[config.mk]
export PLATFORM = sky130hd
export DESIGN_NAME = core_idecode_pipe
export DESIGN_NICKNAME = d
export VERILOG_FILES = /design/src/rtl/core_idecode_pipe.sv
export SDC_FILE = /design/constraint.sdc
export NUM_CORES = 1
export LEC_CHECK = 0
export ABC_AREA = 1
export CAP_MARGIN = 25
export CORE_MARGIN = 2
export CORE_UTILIZATION = 52
export DETAILED_ROUTE_END_ITERATION = 12
export PLACE_DENSITY = 0.79
export SLEW_MARGIN = 15
export SYNTH_ARGS = -nofsm -noshare
export SYNTH_HDL_FRONTEND = slang
export SYNTH_SLANG_ARGS = --single-unit
[constraint.sdc]
create_clock -name CLK -period 2.21 [get_ports CLK]
set_clock_uncertainty 0.1 [all_clocks]
set_input_delay 0.442 -clock CLK [delete_from_list [all_inputs] [get_ports CLK]]
set_output_delay 0.442 -clock CLK [all_outputs]
set_load 0.05 [all_outputs]
[src/rtl/core_idecode_pipe.sv]
// core_idecode_pipe: RV32I (optional RV32M) instruction-decode pipeline stage.
//
// Decodes one 32-bit instruction per accept into register addresses, a
// sign-extended immediate and control strobes, and flags illegal encodings.
// The decoded bundle is held in a main entry that drives the outputs. With
// SKID=1 a second entry absorbs one extra beat so IN_READY can be registered.
//
// Ports:
//   CLK, NRST               clock, synchronous active-low reset
//   FLUSH                   drop held and incoming instructions
//   IN_VALID/IN_READY       fetch handshake; IN_INSTR, IN_PC carry the beat
//   OUT_VALID/OUT_READY     execute handshake
//   OUT_PC, OUT_OPCODE, OUT_FUNCT3, OUT_FUNCT7, OUT_RS1, OUT_RS2, OUT_RD
//                           registered PC and raw instruction fields
//   OUT_IMM                 sign-extended immediate (0 when none or illegal)
//   C_*                     control strobes, C_WB_CODE writeback selector
//   OUT_ILLEGAL             instruction is not a legal encoding
module core_idecode_pipe #(
  parameter int unsigned XLEN = 32,
  parameter bit          EN_M = 1'b0,
  parameter bit          SKID = 1'b1
) (
  input  logic            CLK,
  input  logic            NRST,
  input  logic            FLUSH,
  input  logic            IN_VALID,
  output logic            IN_READY,
  input  logic [31:0]     IN_INSTR,
  input  logic [XLEN-1:0] IN_PC,
  output logic            OUT_VALID,
  input  logic            OUT_READY,
  output logic [XLEN-1:0] OUT_PC,
  output logic [6:0]      OUT_OPCODE,
  output logic [2:0]      OUT_FUNCT3,
  output logic [6:0]      OUT_FUNCT7,
  output logic [4:0]      OUT_RS1,
  output logic [4:0]      OUT_RS2,
  output logic [4:0]      OUT_RD,
  output logic [XLEN-1:0] OUT_IMM,
  output logic            C_ISIMM,
  output logic            C_ALU,
  output logic            C_BRANCH,
  output logic            C_DOLOAD,
  output logic            C_DOSTORE,
  output logic            C_CMEM,
  output logic            C_REG_AWVALID,
  output logic            C_MULDIV,
  output logic [3:0]      C_WB_CODE,
  output logic            OUT_ILLEGAL
);

  // Writeback selector encodings; WbNone must stay zero so reset clears it.
  localparam logic [3:0] WbNone   = 4'd0;
  localparam logic [3:0] WbAlu    = 4'd1;
  localparam logic [3:0] WbLoad   = 4'd2;
  localparam logic [3:0] WbStore  = 4'd3;
  localparam logic [3:0] WbBranch = 4'd4;
  localparam logic [3:0] WbJal    = 4'd5;
  localparam logic [3:0] WbJalr   = 4'd6;
  localparam logic [3:0] WbLui    = 4'd7;
  localparam logic [3:0] WbAuipc  = 4'd8;

  localparam logic [6:0] OpLoad   = 7'b0000011;
  localparam logic [6:0] OpStore  = 7'b0100011;
  localparam logic [6:0] OpBranch = 7'b1100011;
  localparam logic [6:0] OpJalr   = 7'b1100111;
  localparam logic [6:0] OpJal    = 7'b1101111;
  localparam logic [6:0] OpImm    = 7'b0010011;
  localparam logic [6:0] OpOp     = 7'b0110011;
  localparam logic [6:0] OpLui    = 7'b0110111;
  localparam logic [6:0] OpAuipc  = 7'b0010111;

  typedef struct packed {
    logic isimm;
    logic alu;
    logic branch;
    logic doload;
    logic dostore;
    logic cmem;
    logic awvalid;
    logic muldiv;
  } ctrl_t;

  typedef struct packed {
    logic [XLEN-1:0] pc;
    logic [XLEN-1:0] imm;
    logic [6:0]      opcode;
    logic [2:0]      funct3;
    logic [6:0]      funct7;
    logic [4:0]      rs1;
    logic [4:0]      rs2;
    logic [4:0]      rd;
    ctrl_t           ctrl;
    logic [3:0]      wb_code;
    logic            illegal;
  } bundle_t;

  bundle_t dec;
  logic    legal;

  logic signed [11:0] imm_i;
  logic signed [11:0] imm_s;
  logic signed [12:0] imm_b;
  logic signed [20:0] imm_j;
  logic signed [31:0] imm_u;

  assign imm_i = IN_INSTR[31:20];
  assign imm_s = {IN_INSTR[31:25], IN_INSTR[11:7]};
  assign imm_b = {IN_INSTR[31], IN_INSTR[7], IN_INSTR[30:25], IN_INSTR[11:8], 1'b0};
  assign imm_j = {IN_INSTR[31], IN_INSTR[19:12], IN_INSTR[20], IN_INSTR[30:21], 1'b0};
  assign imm_u = {IN_INSTR[31:12], 12'b0};

  // Combinational decode of the incoming word.
  always_comb begin
    dec        = '0;
    legal      = 1'b0;
    dec.pc     = IN_PC;
    dec.opcode = IN_INSTR[6:0];
    dec.funct3 = IN_INSTR[14:12];
    dec.funct7 = IN_INSTR[31:25];
    dec.rs1    = IN_INSTR[19:15];
    dec.rs2    = IN_INSTR[24:20];
    dec.rd     = IN_INSTR[11:7];
    case (IN_INSTR[6:0])
      OpOp: begin
        dec.ctrl.alu     = 1'b1;
        dec.ctrl.awvalid = 1'b1;
        dec.wb_code      = WbAlu;
        case (dec.funct7)
          7'b0000000: legal = 1'b1;
          7'b0100000: legal = (dec.funct3 == 3'b000) || (dec.funct3 == 3'b101);
          7'b0000001: begin
            legal           = EN_M;
            dec.ctrl.muldiv = 1'b1;
          end
          default:    legal = 1'b0;
        endcase
      end
      OpImm: begin
        dec.ctrl.isimm   = 1'b1;
        dec.ctrl.alu     = 1'b1;
        dec.ctrl.awvalid = 1'b1;
        dec.wb_code      = WbAlu;
        dec.imm          = XLEN'(imm_i);
        if (dec.funct3 == 3'b001) begin
          legal = (dec.funct7 == 7'b0000000);
        end else if (dec.funct3 == 3'b101) begin
          legal = (dec.funct7 == 7'b0000000) || (dec.funct7 == 7'b0100000);
        end else begin
          legal = 1'b1;
        end
      end
      OpLoad: begin
        dec.ctrl.isimm   = 1'b1;
        dec.ctrl.cmem    = 1'b1;
        dec.ctrl.doload  = 1'b1;
        dec.ctrl.awvalid = 1'b1;
        dec.wb_code      = WbLoad;
        dec.imm          = XLEN'(imm_i);
        legal = dec.funct3 inside {3'b000, 3'b001, 3'b010, 3'b100, 3'b101};
      end
      OpStore: begin
        dec.ctrl.isimm   = 1'b1;
        dec.ctrl.cmem    = 1'b1;
        dec.ctrl.dostore = 1'b1;
        dec.wb_code      = WbStore;
        dec.imm          = XLEN'(imm_s);
        legal            = (dec.funct3 <= 3'b010);
      end
      OpBranch: begin
        dec.ctrl.isimm  = 1'b1;
        dec.ctrl.branch = 1'b1;
        dec.wb_code     = WbBranch;
        dec.imm         = XLEN'(imm_b);
        legal           = !(dec.funct3 inside {3'b010, 3'b011});
      end
      OpJal: begin
        dec.ctrl.isimm   = 1'b1;
        dec.ctrl.awvalid = 1'b1;
        dec.wb_code      = WbJal;
        dec.imm          = XLEN'(imm_j);
        legal            = 1'b1;
      end
      OpJalr: begin
        dec.ctrl.isimm   = 1'b1;
        dec.ctrl.awvalid = 1'b1;
        dec.wb_code      = WbJalr;
        dec.imm          = XLEN'(imm_i);
        legal            = (dec.funct3 == 3'b000);
      end
      OpLui, OpAuipc: begin
        dec.ctrl.isimm   = 1'b1;
        dec.ctrl.awvalid = 1'b1;
        dec.wb_code      = (IN_INSTR[6:0] == OpLui) ? WbLui : WbAuipc;
        dec.imm          = XLEN'(imm_u);
        legal            = 1'b1;
      end
      default: legal = 1'b0;
    endcase
    // Illegal words still flow through with raw fields, but are inert downstream.
    if (!legal) begin
      dec.imm     = '0;
      dec.ctrl    = '0;
      dec.wb_code = WbNone;
    end
    dec.illegal = !legal;
  end

  bundle_t main_q, main_d, skid_q, skid_d;
  logic    main_valid_q, main_valid_d, skid_valid_q, skid_valid_d;
  logic    accept, drain;

  // With SKID the ready is a pure flop output; otherwise it looks through to OUT_READY.
  assign IN_READY = NRST & (SKID ? !skid_valid_q : (!main_valid_q | OUT_READY));
  assign accept   = IN_VALID & IN_READY;
  assign drain    = main_valid_q & OUT_READY;

  always_comb begin
    main_d       = main_q;
    main_valid_d = main_valid_q;
    skid_d       = skid_q;
    skid_valid_d = skid_valid_q;
    if (FLUSH) begin
      main_valid_d = 1'b0;
      skid_valid_d = 1'b0;
    end else if (!main_valid_q || drain) begin
      if (skid_valid_q) begin
        // Older skid beat moves up first to keep FIFO order.
        main_d       = skid_q;
        main_valid_d = 1'b1;
        skid_valid_d = accept;
        if (accept) skid_d = dec;
      end else begin
        main_valid_d = accept;
        if (accept) main_d = dec;
      end
    end else if (accept) begin
      skid_d       = dec;
      skid_valid_d = 1'b1;
    end
  end

  always_ff @(posedge CLK) begin
    if (!NRST) begin
      main_q       <= '0;
      main_valid_q <= 1'b0;
      skid_q       <= '0;
      skid_valid_q <= 1'b0;
    end else begin
      main_q       <= main_d;
      main_valid_q <= main_valid_d;
      skid_q       <= skid_d;
      skid_valid_q <= skid_valid_d;
    end
  end

  assign OUT_VALID     = main_valid_q;
  assign OUT_PC        = main_q.pc;
  assign OUT_OPCODE    = main_q.opcode;
  assign OUT_FUNCT3    = main_q.funct3;
  assign OUT_FUNCT7    = main_q.funct7;
  assign OUT_RS1       = main_q.rs1;
  assign OUT_RS2       = main_q.rs2;
  assign OUT_RD        = main_q.rd;
  assign OUT_IMM       = main_q.imm;
  assign C_ISIMM       = main_q.ctrl.isimm;
  assign C_ALU         = main_q.ctrl.alu;
  assign C_BRANCH      = main_q.ctrl.branch;
  assign C_DOLOAD      = main_q.ctrl.doload;
  assign C_DOSTORE     = main_q.ctrl.dostore;
  assign C_CMEM        = main_q.ctrl.cmem;
  assign C_REG_AWVALID = main_q.ctrl.awvalid;
  assign C_MULDIV      = main_q.ctrl.muldiv;
  assign C_WB_CODE     = main_q.wb_code;
  assign OUT_ILLEGAL   = main_q.illegal;

endmodule

==> impl_metrics.toml, run 1 <==
[status]
status = "complete, no violations"

[finish]
post_layout_nonfiller_instances = 1657
drive_gt1_share_pct = 12.8
fill_cells = 1464
nets = 1481
fin_area_sq_um = 12600
syn2layout_area_growth_pct = 34.7

[floorplanning]
dieArea_sq_um = 19100
num_io_pins = 180
die_x_um = 138
num_rows = 49
die_h_um = 138
core_area_sq_um = 17800
start_util_pct = 52.5

[setup_path]
crit_path_end_kind = "primary output"
reg2reg_slack_ns = 0.43
crit_path_max_fanout = 2
critPathTopFamily = "buffers and inverters"
max_stage_delay_ns = 0.80
required_ns = 1.67
cp.arrival_ns = 1.63
rr_startpoint = "OUT_VALID"
path_cells = "clkdlybuf4s50_1"
crit_start = "OUT_IMM[8]"
worst_path_max_delay_cell = "clkdlybuf4s50_1"
crit_path_start_kind = "flip-flop"
critPathBufInv = 1
worstSetupPathType = "reg2out"

[yosys]
synth-seq-area-share_pct = 47.0
synthMostInstantiatedCell = "nand2_1"
synthCells = 1237
ys.flop_type = "dfxtp_1"
yosys-top-cells-count = "233 x nand2_1, 223 x o21ai_0, 220 x dfxtp_1"
syn_avg_cell_area_sq_um = 7.57
ys_async_sr_fraction_pct = 0
ys_types = 35
synthesis.area_sq_um = 9370
synthesis.nets = 1306
ys_warn_count = 0
synth-seq-cells = 220
synth_edf_count = 0
synth_top_area_share_pct = 47.0
yosys-top-cells-area = "dfxtp_1 47%, o21ai_0 12%, nand2_1 9.3%, a21oi_1 6.8%, nor2_1 4.9%"
synth_top_area_cell = "dfxtp_1"

[routing]
vias_per_cell = 5.62
top_layer_used = "met4"
ant_nets = 0
wl_met3_um = 1760
wl_um = 27800
wl_met2_um = 12900
route.detailed.wl_per_inst_um = 16.8
drt-met1-wl_um = 12300
first_pass_iters = 5
drt-initial-drc-count = 837
drc_errors = 0
route.vias.total = 9319

[power]
pwr_density_cell_nw_per_um2 = 733
leakage_nw = 6.03
peakVddDrop_v = 0.000580

[place]
place_ws_ns = -0.202
dpl-instance-area_sq_um = 11800
post-place-cells = 1616
portBuffers = 179
hpwl_um = 17900
place_congestion = 0.953

[global_route]
track_usage_pct = 27.5
grt_overflow_total = 0
grt_pass1_vias = 8344
grt_max_degree = 128
antenna_found_initial = 1
grt_pass1_wl_um = 44000

[sta]
final-setup-viol-count = 0
worst_slack_ns = 0.0339
max_freq_mhz = 460
setup_tns_ns = 0
relSlewSlack_pct = 52.7
hold_viol = 0
worst_pin_slew_ns = 0.710
slew_viol_final = 0
fin_crit_sh_pct = 98.5
rsz0062_at_grt = "no"
period_minus_slack_ns = 2.18

[clocking]
ctsHoldBuffers = 0
insertion_delay_ns = 0.51
cts_root_buf = "clkbuf_16"
path_clk_slew_ns = 0.06
cts_tree = "built"
htree_levels = 1
postCtsSetupRepairBufs = 0
numCtsBuffers = 23
clockBufferDepth = 3
clock_sink_count = 220

[worst_hold_path]
hold_class = "in2reg"
min-delay-start = "NRST"

[flow_run]
maxCapViolCount = 0
==> report_power, final <==
group          switching (mW)  internal (mW)
sequential             0.0576           4.08
combinational           0.764          0.424
clock                    1.56           2.37
==> layout make-up <==
type	count	area (sq um)	share of cell area [%]
repair buffers	253	2660	21.1
inverters	35	136	1.08
multi-input cells	879	4360	34.5
diodes	1	2.50	0.0198
well taps	229	287	2.27
flip-flops and latches	220	4410	34.9
clock inverters	6	82.6	0.655
clock buffers	34	687	5.44
==> cell families (layout without fill, tap and decap cells) <==
group	Yosys count	count (layout)	synth area share, %
DFF	220	220	47.0
AOI/OAI and AO/OA	451	451	26.2
other	0	1	0
buffers and inverters	138	328	6.62
and+or+nand+nor	428	428	20.2
==> flip-flops by register name (all words and copies together) (netlist names) <==
signal and cells:
OUT_RD 5, C_DOSTORE 1, OUT_ILLEGAL 1, OUT_OPCODE 7, OUT_RS2 5, OUT_IMM 32
C_WB_CODE 4, OUT_PC 32, C_ISIMM 1, OUT_VALID 1, C_REG_AWVALID 1, skid_q 109
OUT_FUNCT7 7, C_ALU 1, skid_valid_q 1, OUT_FUNCT3 3, C_BRANCH 1, C_DOLOAD 1
C_CMEM 1, OUT_RS1 5, C_MULDIV 1
==> layer usage <==
| metal | up-vias | track usage, % |
|---|---|---|
| met5 | - | 0 |
| met1 | 4330 | 39.1 |
| met4 | 0 | 8.49 |
| met2 | 364 | 43.8 |
| met3 | 61 | 3.67 |
| li1 | 4564 | - |
==> placed cells by master, fill, tap and decap left out, drive strengths merged, types with 2 or more instances in the layout <==
master	Yosys	layout
o21ai	225	225
dfxtp	220	220
nor2	126	126
bufinv	0	2
o211ai	7	7
nand2	239	239
clkinv	0	3
a31oi	65	65
dlygate4sd2	0	38
nor3	2	2
dlymetal6s2s	0	56
clkbuf	73	34
buf	30	77
nand3	54	54
inv	35	35
a21oi	151	151
nand4	4	4
clkdlybuf4s50	0	82
==> final timing paths <==
| path | end | cells after the start |
|---|---|---|
| setup / recovery | OUT_IMM[8] | 1 |
| hold / removal | skid_q[5] | 3 |
| setup reg to reg | skid_q[36] | 7 |
| hold reg to reg | skid_q[5] | 2 |
==> stage by stage <==
stage,util (%),hold slack [ns],power [mW]
after detailed placement,65.9,0.340,5.43
after CTS,69.9,0.198,9.30
after floorplan,-,0.319,4.90
final,70.7,0.200,9.25
after global routing,70.7,0.214,9.55
after global placement,65.9,0.327,5.42
==> repair_timing <==
| item | in CTS | in global routing |
|---|---|---|
| endpoints found under the setup margin | 38 | 56 |
| resized for setup | 38 | 56 |
| cloned | 0 | 0 |
(Power assumes the default switching activity.)
==> run 2: changes to the inputs <==
--- a/config.mk
+++ b/config.mk
@@ -7,7 +7,6 @@
 export LEC_CHECK = 0
 export ABC_AREA = 1
 export CAP_MARGIN = 25
-export CORE_MARGIN = 2
 export CORE_UTILIZATION = 52
 export DETAILED_ROUTE_END_ITERATION = 12
 export PLACE_DENSITY = 0.79
==> run 2 against run 1 <==
Against the previous run: register-to-register slack gained 0.04 ns; combinational power hardly changed; largest cell class unchanged; sequential share of layout area rose by 0.17 points; global-route usage up 2.0 points; sequential power barely moved; final cell count shrank 0.12%; core utilization up 1.4 points; wire length fell by 0.91%; non-clock buffer count increased by 1.
==> impl_metrics.toml, run 2 (synthesized netlist as in run 1, its figures left out) <==
[floorplanning]
num_io_pins = 180
num_rows = 48
die_x_um = 136
dieArea_sq_um = 18600
start_util_pct = 53.8
die_h_um = 136
core_area_sq_um = 17400

[global_route]
grt_pass1_vias = 8767
grt_pass1_wl_um = 43900
grt_max_degree = 150
antenna_found_initial = 1
track_usage_pct = 29.5
grt_overflow_total = 0

[sta]
fin_crit_sh_pct = 99.2
hold_slack_ns = 0.199
final-setup-viol-count = 0
slew_viol_final = 0
hold_viol = 0
worst_slack_ns = 0.0188
max_freq_mhz = 456
period_minus_slack_ns = 2.19
relSlewSlack_pct = 42.0
worst_pin_slew_ns = 0.870

[clocking]
cts-resized-gates = 40
numCtsBuffers = 23
path_clk_slew_ns = 0.06
htree_levels = 1
cts_root_buf = "clkbuf_16"
cts_tree = "built"
insertion_delay_ns = 0.50
clock_sink_count = 220
ctsHoldBuffers = 0
clockBufferDepth = 3
postCtsSetupRepairBufs = 0

[setup_path]
max_stage_delay_ns = 0.81
worstSetupPathType = "reg2out"
crit_path_max_fanout = 2
critPathBufInv = 1
required_ns = 1.67
cp.arrival_ns = 1.65
worst_path_max_delay_cell = "clkdlybuf4s50_1"
path_cells = "clkdlybuf4s50_1"
crit_path_end_kind = "primary output"
crit_path_start_kind = "flip-flop"
critPathTopFamily = "buffers and inverters"

[finish]
fill_cells = 1425
ff_latch_area_sq_um = 4410
post_layout_nonfiller_instances = 1655
syn2layout_area_growth_pct = 34.0
drive_gt1_share_pct = 13.0
nets = 1482
layout_common_cells = "233 x nand2_1, 223 x o21ai_0, 219 x dfxtp_1"
multi_input_area_sq_um = 4360
largest_reg_flops = 109
regMostFlops = "skid_q"
final_common_cell = "nand2_1"
utilization_pct = 72.1

[place]
hpwl_um = 17800
post-place-cells = 1613
place_ws_ns = -0.300
place_congestion = 0.864
portBuffers = 179

[status]
status = "complete, no violations"

[routing]
vias_per_cell = 5.62
wl_um = 27500
drc_errors = 0
route.vias.total = 9303
first_pass_iters = 5
ant_nets = 0
route.detailed.wl_per_inst_um = 16.6
drt-initial-drc-count = 859

[power]
power.total_mw = 9.25
pwr_density_cell_nw_per_um2 = 737
leakage_nw = 5.74
peakVddDrop_v = 0.000623

[flow_run]
maxCapViolCount = 0

[worst_hold_path]
hold_class = "in2reg"
## run 2: changes by cell type in the layout (fill, tap and decap cells not counted), sizes merged
cell,before,now
dlygate4sd2,38,40
clkbuf,34,37
clkdlybuf4s50,82,98
clkinvlp,1,0
bufinv,2,1
buf,77,79
dlymetal6s2s,56,37
## run 2: area by class of cell
class | count | share of cell area, %
timing repair buffer | 254 | 20.6
clock buffer | 37 | 5.80
inverter | 35 | 1.09
clock inverter | 4 | 0.389
tap | 225 | 2.24
antenna | 1 | 0.0199
multi-input combinational | 879 | 34.7
sequential | 220 | 35.1
## run 2: metrics by stage
step / instance area, sq um / setup TNS (ns)
2_1_floorplan: 9380 / 0
3_3_place_gp: 11700 / -16.27
3_5_place_dp: 11700 / -18.87
4_1_cts: 12500 / 0
5_1_grt: 12600 / -0.000651
6_report: 12600 / 0
## run 2: power by group
group          internal (mW)  leakage [nW]  total, mW  switching (mW)
registers               4.08          1.79       4.13          0.0584
logic                  0.417          3.57       1.18           0.764
clock network           2.36         0.386       3.93            1.57
total                   6.86          5.74       9.25            2.39
## run 2: path summary, 6_finish.rpt
kind,from,cells after the start,end,slack [ns]
setup / recovery,OUT_IMM[6],1,OUT_IMM[6],0.02
hold / removal,NRST,3,skid_q[5],0.20
setup reg to reg,skid_valid_q,6,skid_q[6],0.47
hold reg to reg,skid_q[5],2,skid_q[5],0.34
## run 2: layer usage
metal	up-vias	global-route usage [%]	part of all wire, %
met2	383	48.3	46
met3	72	4.21	7.7
li1	4569	-	-
met4	0	13.1	3.7
met5	-	0	0
met1	4279	38.5	43
